## config.mk

```make
export PLATFORM = sky130hd
export DESIGN_NAME = eight_window_monitor_flat
export DESIGN_NICKNAME = d
export VERILOG_FILES = /design/src/rtl/eight_window_monitor_if.sv /design/src/rtl/eight_window_monitor.sv /design/src/flat_wrapper.sv
export SDC_FILE = /design/constraint.sdc
export NUM_CORES = 1
export LEC_CHECK = 0
export BUFFER_PORTS_ARGS = -buffer_cell sky130_fd_sc_hd__buf_4
export CAP_MARGIN = 15
export CORE_MARGIN = 4
export CORE_UTILIZATION = 51
export DETAILED_ROUTE_END_ITERATION = 12
export GPL_TIMING_DRIVEN = 0
export PLACE_DENSITY = 0.84
export SYNTH_ARGS = -nofsm -noshare
export SYNTH_HDL_FRONTEND = slang
export SYNTH_SLANG_ARGS = --single-unit
```

## constraint.sdc

```tcl
create_clock -name clk -period 2.15 [get_ports clk]
set_input_delay 0.215 -clock clk [delete_from_list [all_inputs] [get_ports clk]]
set_output_delay 0.215 -clock clk [all_outputs]
set_load 0.02 [all_outputs]
```

## src/rtl/eight_window_monitor_if.sv

```systemverilog
// Report/control bundle between the gate-stage consumer logic and the window monitor.
// The master side drives the sampled level and the controls; the monitor is the slave.
interface eight_window_monitor_if #(
  parameter int CNT_W = 8
) ();
  logic             eight_in;
  logic             start;
  logic             abort;
  logic             busy;
  logic             rpt_valid;
  logic             rpt_ready;
  logic [CNT_W-1:0] high_cnt;
  logic [CNT_W-1:0] rise_cnt;
  logic             ovf;

  modport master (
    output eight_in, start, abort, rpt_ready,
    input  busy, rpt_valid, high_cnt, rise_cnt, ovf
  );

  modport slave (
    input  eight_in, start, abort, rpt_ready,
    output busy, rpt_valid, high_cnt, rise_cnt, ovf
  );
endinterface

```

## src/rtl/eight_window_monitor.sv

```systemverilog
// Registers the gate-stage "eight" level and measures high cycles and rising edges
// over a fixed window, then offers the result on a valid/ready report.
module eight_window_monitor #(
  parameter int CNT_W   = 8,
  parameter int WIN_LEN = 16
) (
  input  logic                  clk,
  input  logic                  rst_n,
  eight_window_monitor_if.slave mon
);

  typedef enum logic [1:0] {
    ST_IDLE   = 2'd0,
    ST_MEAS   = 2'd1,
    ST_REPORT = 2'd2
  } state_t;

  localparam logic [CNT_W-1:0] CNT_MAX  = {CNT_W{1'b1}};
  localparam logic [CNT_W-1:0] CNT_ONE  = CNT_W'(1);
  localparam logic [15:0]      WIN_LAST = 16'(WIN_LEN - 1);

  state_t           state_r;
  state_t           state_nxt_s;
  logic             eight_q_r;
  logic             eight_qq_r;
  logic [15:0]      win_cnt_r;
  logic [CNT_W-1:0] high_cnt_r;
  logic [CNT_W-1:0] rise_cnt_r;
  logic             ovf_r;
  logic             busy_r;
  logic             rpt_valid_r;
  logic             load_s;
  logic             meas_s;
  logic             rise_s;
  logic [CNT_W-1:0] high_nxt_s;
  logic [CNT_W-1:0] rise_nxt_s;
  logic             ovf_nxt_s;

  // Next-state decode; abort outranks the handshake and the window end.
  always_comb begin
    state_nxt_s = state_r;
    load_s      = 1'b0;
    meas_s      = 1'b0;
    case (state_r)
      ST_IDLE: begin
        if (mon.start) begin
          state_nxt_s = ST_MEAS;
          load_s      = 1'b1;
        end else begin
          state_nxt_s = ST_IDLE;
        end
      end
      ST_MEAS: begin
        if (mon.abort) begin
          state_nxt_s = ST_IDLE;
        end else begin
          meas_s = 1'b1;
          if (win_cnt_r == 16'd0) begin
            state_nxt_s = ST_REPORT;
          end else begin
            state_nxt_s = ST_MEAS;
          end
        end
      end
      ST_REPORT: begin
        if (mon.abort || mon.rpt_ready) begin
          state_nxt_s = ST_IDLE;
        end else begin
          state_nxt_s = ST_REPORT;
        end
      end
      default: begin
        state_nxt_s = ST_IDLE;
      end
    endcase
  end

  // Saturating increments; a blocked increment marks the window as overflowed.
  always_comb begin
    rise_s     = eight_q_r & ~eight_qq_r;
    high_nxt_s = high_cnt_r;
    rise_nxt_s = rise_cnt_r;
    ovf_nxt_s  = ovf_r;
    if (eight_q_r) begin
      if (high_cnt_r == CNT_MAX) begin
        ovf_nxt_s = 1'b1;
      end else begin
        high_nxt_s = high_cnt_r + CNT_ONE;
      end
    end else begin
      high_nxt_s = high_cnt_r;
    end
    if (rise_s) begin
      if (rise_cnt_r == CNT_MAX) begin
        ovf_nxt_s = 1'b1;
      end else begin
        rise_nxt_s = rise_cnt_r + CNT_ONE;
      end
    end else begin
      rise_nxt_s = rise_cnt_r;
    end
  end

  // State, input history, window counters and registered status outputs.
  always_ff @(posedge clk) begin
    if (!rst_n) begin
      state_r     <= ST_IDLE;
      eight_q_r   <= 1'b0;
      eight_qq_r  <= 1'b0;
      win_cnt_r   <= 16'd0;
      high_cnt_r  <= '0;
      rise_cnt_r  <= '0;
      ovf_r       <= 1'b0;
      busy_r      <= 1'b0;
      rpt_valid_r <= 1'b0;
    end else begin
      state_r     <= state_nxt_s;
      eight_q_r   <= mon.eight_in;
      eight_qq_r  <= eight_q_r;
      busy_r      <= (state_nxt_s != ST_IDLE);
      rpt_valid_r <= (state_nxt_s == ST_REPORT);
      if (load_s) begin
        win_cnt_r  <= WIN_LAST;
        high_cnt_r <= '0;
        rise_cnt_r <= '0;
        ovf_r      <= 1'b0;
      end else if (meas_s) begin
        high_cnt_r <= high_nxt_s;
        rise_cnt_r <= rise_nxt_s;
        ovf_r      <= ovf_nxt_s;
        if (win_cnt_r != 16'd0) begin
          win_cnt_r <= win_cnt_r - 16'd1;
        end else begin
          win_cnt_r <= win_cnt_r;
        end
      end else begin
        win_cnt_r <= win_cnt_r;
      end
    end
  end

  assign mon.busy      = busy_r;
  assign mon.rpt_valid = rpt_valid_r;
  assign mon.high_cnt  = high_cnt_r;
  assign mon.rise_cnt  = rise_cnt_r;
  assign mon.ovf       = ovf_r;

endmodule

```

## src/flat_wrapper.sv

```systemverilog
// flat-port wrapper written by rule: the top's interface ports become plain ports
module eight_window_monitor_flat 
#(
  parameter int CNT_W   = 8,
  parameter int WIN_LEN = 16
)
  (clk, rst_n, mon_eight_in, mon_start, mon_abort, mon_rpt_ready, mon_busy, mon_rpt_valid, mon_high_cnt, mon_rise_cnt, mon_ovf);
  eight_window_monitor_if #(.CNT_W(CNT_W)) mon_i ();
  input  logic clk;
  input  logic rst_n;
  input wire logic [$bits(mon_i.eight_in)-1:0] mon_eight_in;
  input wire logic [$bits(mon_i.start)-1:0] mon_start;
  input wire logic [$bits(mon_i.abort)-1:0] mon_abort;
  input wire logic [$bits(mon_i.rpt_ready)-1:0] mon_rpt_ready;
  output wire logic [$bits(mon_i.busy)-1:0] mon_busy;
  output wire logic [$bits(mon_i.rpt_valid)-1:0] mon_rpt_valid;
  output wire logic [$bits(mon_i.high_cnt)-1:0] mon_high_cnt;
  output wire logic [$bits(mon_i.rise_cnt)-1:0] mon_rise_cnt;
  output wire logic [$bits(mon_i.ovf)-1:0] mon_ovf;
  assign mon_i.eight_in = mon_eight_in;
  assign mon_i.start = mon_start;
  assign mon_i.abort = mon_abort;
  assign mon_i.rpt_ready = mon_rpt_ready;
  assign mon_busy = mon_i.busy;
  assign mon_rpt_valid = mon_i.rpt_valid;
  assign mon_high_cnt = mon_i.high_cnt;
  assign mon_rise_cnt = mon_i.rise_cnt;
  assign mon_ovf = mon_i.ovf;
  eight_window_monitor #(.CNT_W(CNT_W), .WIN_LEN(WIN_LEN)) u_core (.clk(clk), .rst_n(rst_n), .mon(mon_i));
endmodule
```

==> out/results.ini <==
[run_status]
status=finished clean

[sta]
fin_crit_sh_pct=98.2
fmax_mhz=474
rsz0062_at_grt=yes
fin_skew_ns=0.00834
slew_headroom_pct=50.9
fin_crit_ns=2.11
slew_violations=0
setup_violations=0
hold_viol=0
worst_pin_slew_ns=0.730

[setup_path]
cp-start-kind=register
crit_arrival_ns=2.35
r2r_start=u_core.state_r[1]
required_ns=2.39
crit_path_start=u_core.state_r[1]
max_stage_delay_ns=0.50
slowest_stage=or4_4
crit_fanout=8
path_buf_inv=1
crit_chain=or3b_4 -> or4_4 -> buf_6 -> or4_1 -> a21oi_2
critPathCaptureType=register
critical_path_class=register to register
cpLargestDelayFamily=simple AND/OR/NAND/NOR gates

[hold_path]
min_from=mon_eight_in
hold_path.class=input pin to register

[clocking]
clock_sinks=39
cts_tree=done
clock_latency_ns=0.30
cts-root-buf=clkbuf_8
hold_buffers=0
cts_max_path_buffers=2
ctsHtreeMaxLevel=2
path_clk_slew_ns=0.08
cts_made_buffers=5

[logic_synthesis]
ys_warn_count=0
ys_ff_latch=39
synth_ff_type=dfxtp_1
syn_nets=228
avgSynthCellArea_um2=8.58
syn_inst=218
syn_area_um2=1870
synth_edf_count=0
synth_cell_type_count=43
seq_area_frac_synth_pct=41.7
synth-async-reset-ratio_pct=0

[final_layout]
final_cell_area_um2=2280
drive_gt1_share_pct=19.5
n_antenna_cell=0
area_growth_pct=22.0
fin_cells=297
nNetsFinal=260

[floorplanning]
core_um2=3440
start_util_pct=54.3
die-area_um2=4700
placementRows=21
die_width_um=68.6
dieHeight_um=68.6
io_pins=25

[grt]
grt_max_degree=13
grt_pass1_vias=1619
grt_antenna_before_repair=0
grt_pass1_wl_um=7270
grt-ovfl-total=0
track_usage_pct=20.7

[power_and_ir_drop]
powerDensity_nw_per_um2=652
p_leak_uw=0.000854
total_power_uw=1490
ir_drop_uv=479

[route]
vias_per_cell=5.89
wirelength_um=4300
route.detailed.wl_per_inst_um=14.5
drt_pass1_iterations=5
route.detailed.drc=0
drtIter0Drc=167
via_count=1750
ant_nets=0

[place]
port_buffers=24
dp.cells=288
routabilityCongestion=0.852
dp_hpwl_um=2950
place_area_um2=2110

[job]
cap_violations=0

final timing paths:
check                         end  cells past startpoint  slack [ns]
max reg2reg  u_core.win_cnt_r[13]                      5        0.04
max          u_core.win_cnt_r[13]                      5        0.04
min reg2reg        u_core.mon.ovf                      2        0.47
min              u_core.eight_q_r                      2        0.12
layout by cell type, fill, tap and decap left out, drive strengths merged, types with 2 or more instances in the layout:
master	netlist	final
or4	13	13
or3	8	8
o32ai	2	2
dfxtp	39	39
nor2	13	13
nand3	12	12
nor3b	4	4
nor4	4	4
buf	3	28
a21boi	2	2
mux2i	4	4
inv	9	9
xnor2	3	3
nand2	16	16
and2	5	5
o21a	3	3
nand4	4	4
and3	3	3
ha	4	4
and4	2	2
xor2	2	2
nor3	4	4
o211ai	2	2
nor2b	2	2
a21oi	19	19
nand2b	2	2
clkbuf	4	11
or2	3	3
o21ai	7	7
o31ai	11	11
repair_timing:
item,CTS,global route
setup endpoints to repair,8,23
gates resized for setup,5,12
pin swaps,1,0
setup buffers,1,0
cloned,1,0
worst reg2reg max path, cell delays in order, from the launching register on:
cell and delay (ns):
dfxtp_4 0.37, or3b_4 0.40, or4_4 0.50, buf_6 0.14, or4_1 0.49, a21oi_2 0.14
metal layers:
layer | global-route usage, % | routed length, µm
met5 | 0 | 0
met2 | 33.4 | 2100
met3 | 6.48 | 212
met1 | 26.0 | 1920
met4 | 6.95 | 58
registers in the layout, indices dropped and copies added, names as in the netlist:
| name | flops |
|---|---|
| u_core.win_cnt_r | 16 |
| u_core.eight_qq_r | 1 |
| u_core.mon.rise_cnt | 8 |
| u_core.mon.busy | 1 |
| u_core.eight_q_r | 1 |
| u_core.mon.high_cnt | 8 |
| u_core.state_r | 2 |
| u_core.mon.ovf | 1 |
| u_core.mon.rpt_valid | 1 |
per-stage QoR:
stage                     setup WS, ns  util, %  hold WS, ns  setup TNS, ns
final                           0.0396     66.3        0.121              0
after global routing          -0.00498     66.3        0.130       -0.00707
after CTS                       0.0290     65.0        0.115              0
after detailed placement       -0.0401     61.3        0.427         -0.116
after global placement         -0.0181     61.3        0.425        -0.0313
after floorplan                 0.0765        -        0.337              0
cell families after synthesis:
| group | after synthesis | synth area share (%) |
|---|---|---|
| AO/OA/AOI/OAI | 53 | 18.4 |
| adder cells (fa/ha/maj) | 4 | 2.68 |
| XOR/XNOR | 5 | 2.34 |
| buffers and inverters | 16 | 3.34 |
| AND/OR/NAND/NOR | 97 | 29.4 |
| multiplexers | 4 | 2.14 |
| flip-flops | 39 | 41.7 |
synthesized netlist by cell type, types with 2 or more instances:
master,count,area (µm²)
a21oi_1,19,95.1
and2_1,5,31.3
and3_1,3,18.8
and4_1,2,17.5
buf_2,2,10.0
clkbuf_1,4,15.0
dfxtp_1,39,781
ha_1,4,50.1
inv_1,9,33.8
mux2i_1,4,40.0
nand2_1,16,60.1
nand2b_1,2,12.5
nand3_1,12,60.1
nand4_1,4,25.0
nor2_1,13,48.8
nor2b_1,2,12.5
nor3_1,4,20.0
nor3b_1,4,30.0
nor4_1,4,25.0
o211ai_1,2,15.0
o21a_1,3,22.5
o21ai_0,6,30.0
o31ai_1,11,82.6
o32ai_1,2,17.5
or2_2,2,12.5
or3_1,8,50.1
or4_1,13,97.6
xnor2_1,3,26.3
xor2_1,2,17.5
where the power goes:
group	switching, µW	internal, µW	total [µW]
combinational	103	66.0	169
sequential	17.0	738	755
clock	271	292	563
total	391	1100	1490
final cells by class:
cell class / instances / area (µm²)
Clock buffer: 7 / 96.3
Inverter: 9 / 33.8
Multi-Input combinational cell: 163 / 1070
Timing Repair Buffer: 26 / 193
Sequential cell: 39 / 788
Clock inverter: 1 / 7.51
Fill cell: 290 / 1160
Buffer: 6 / 32.5
Tap cell: 46 / 57.6
(Power assumes the default switching activity.)
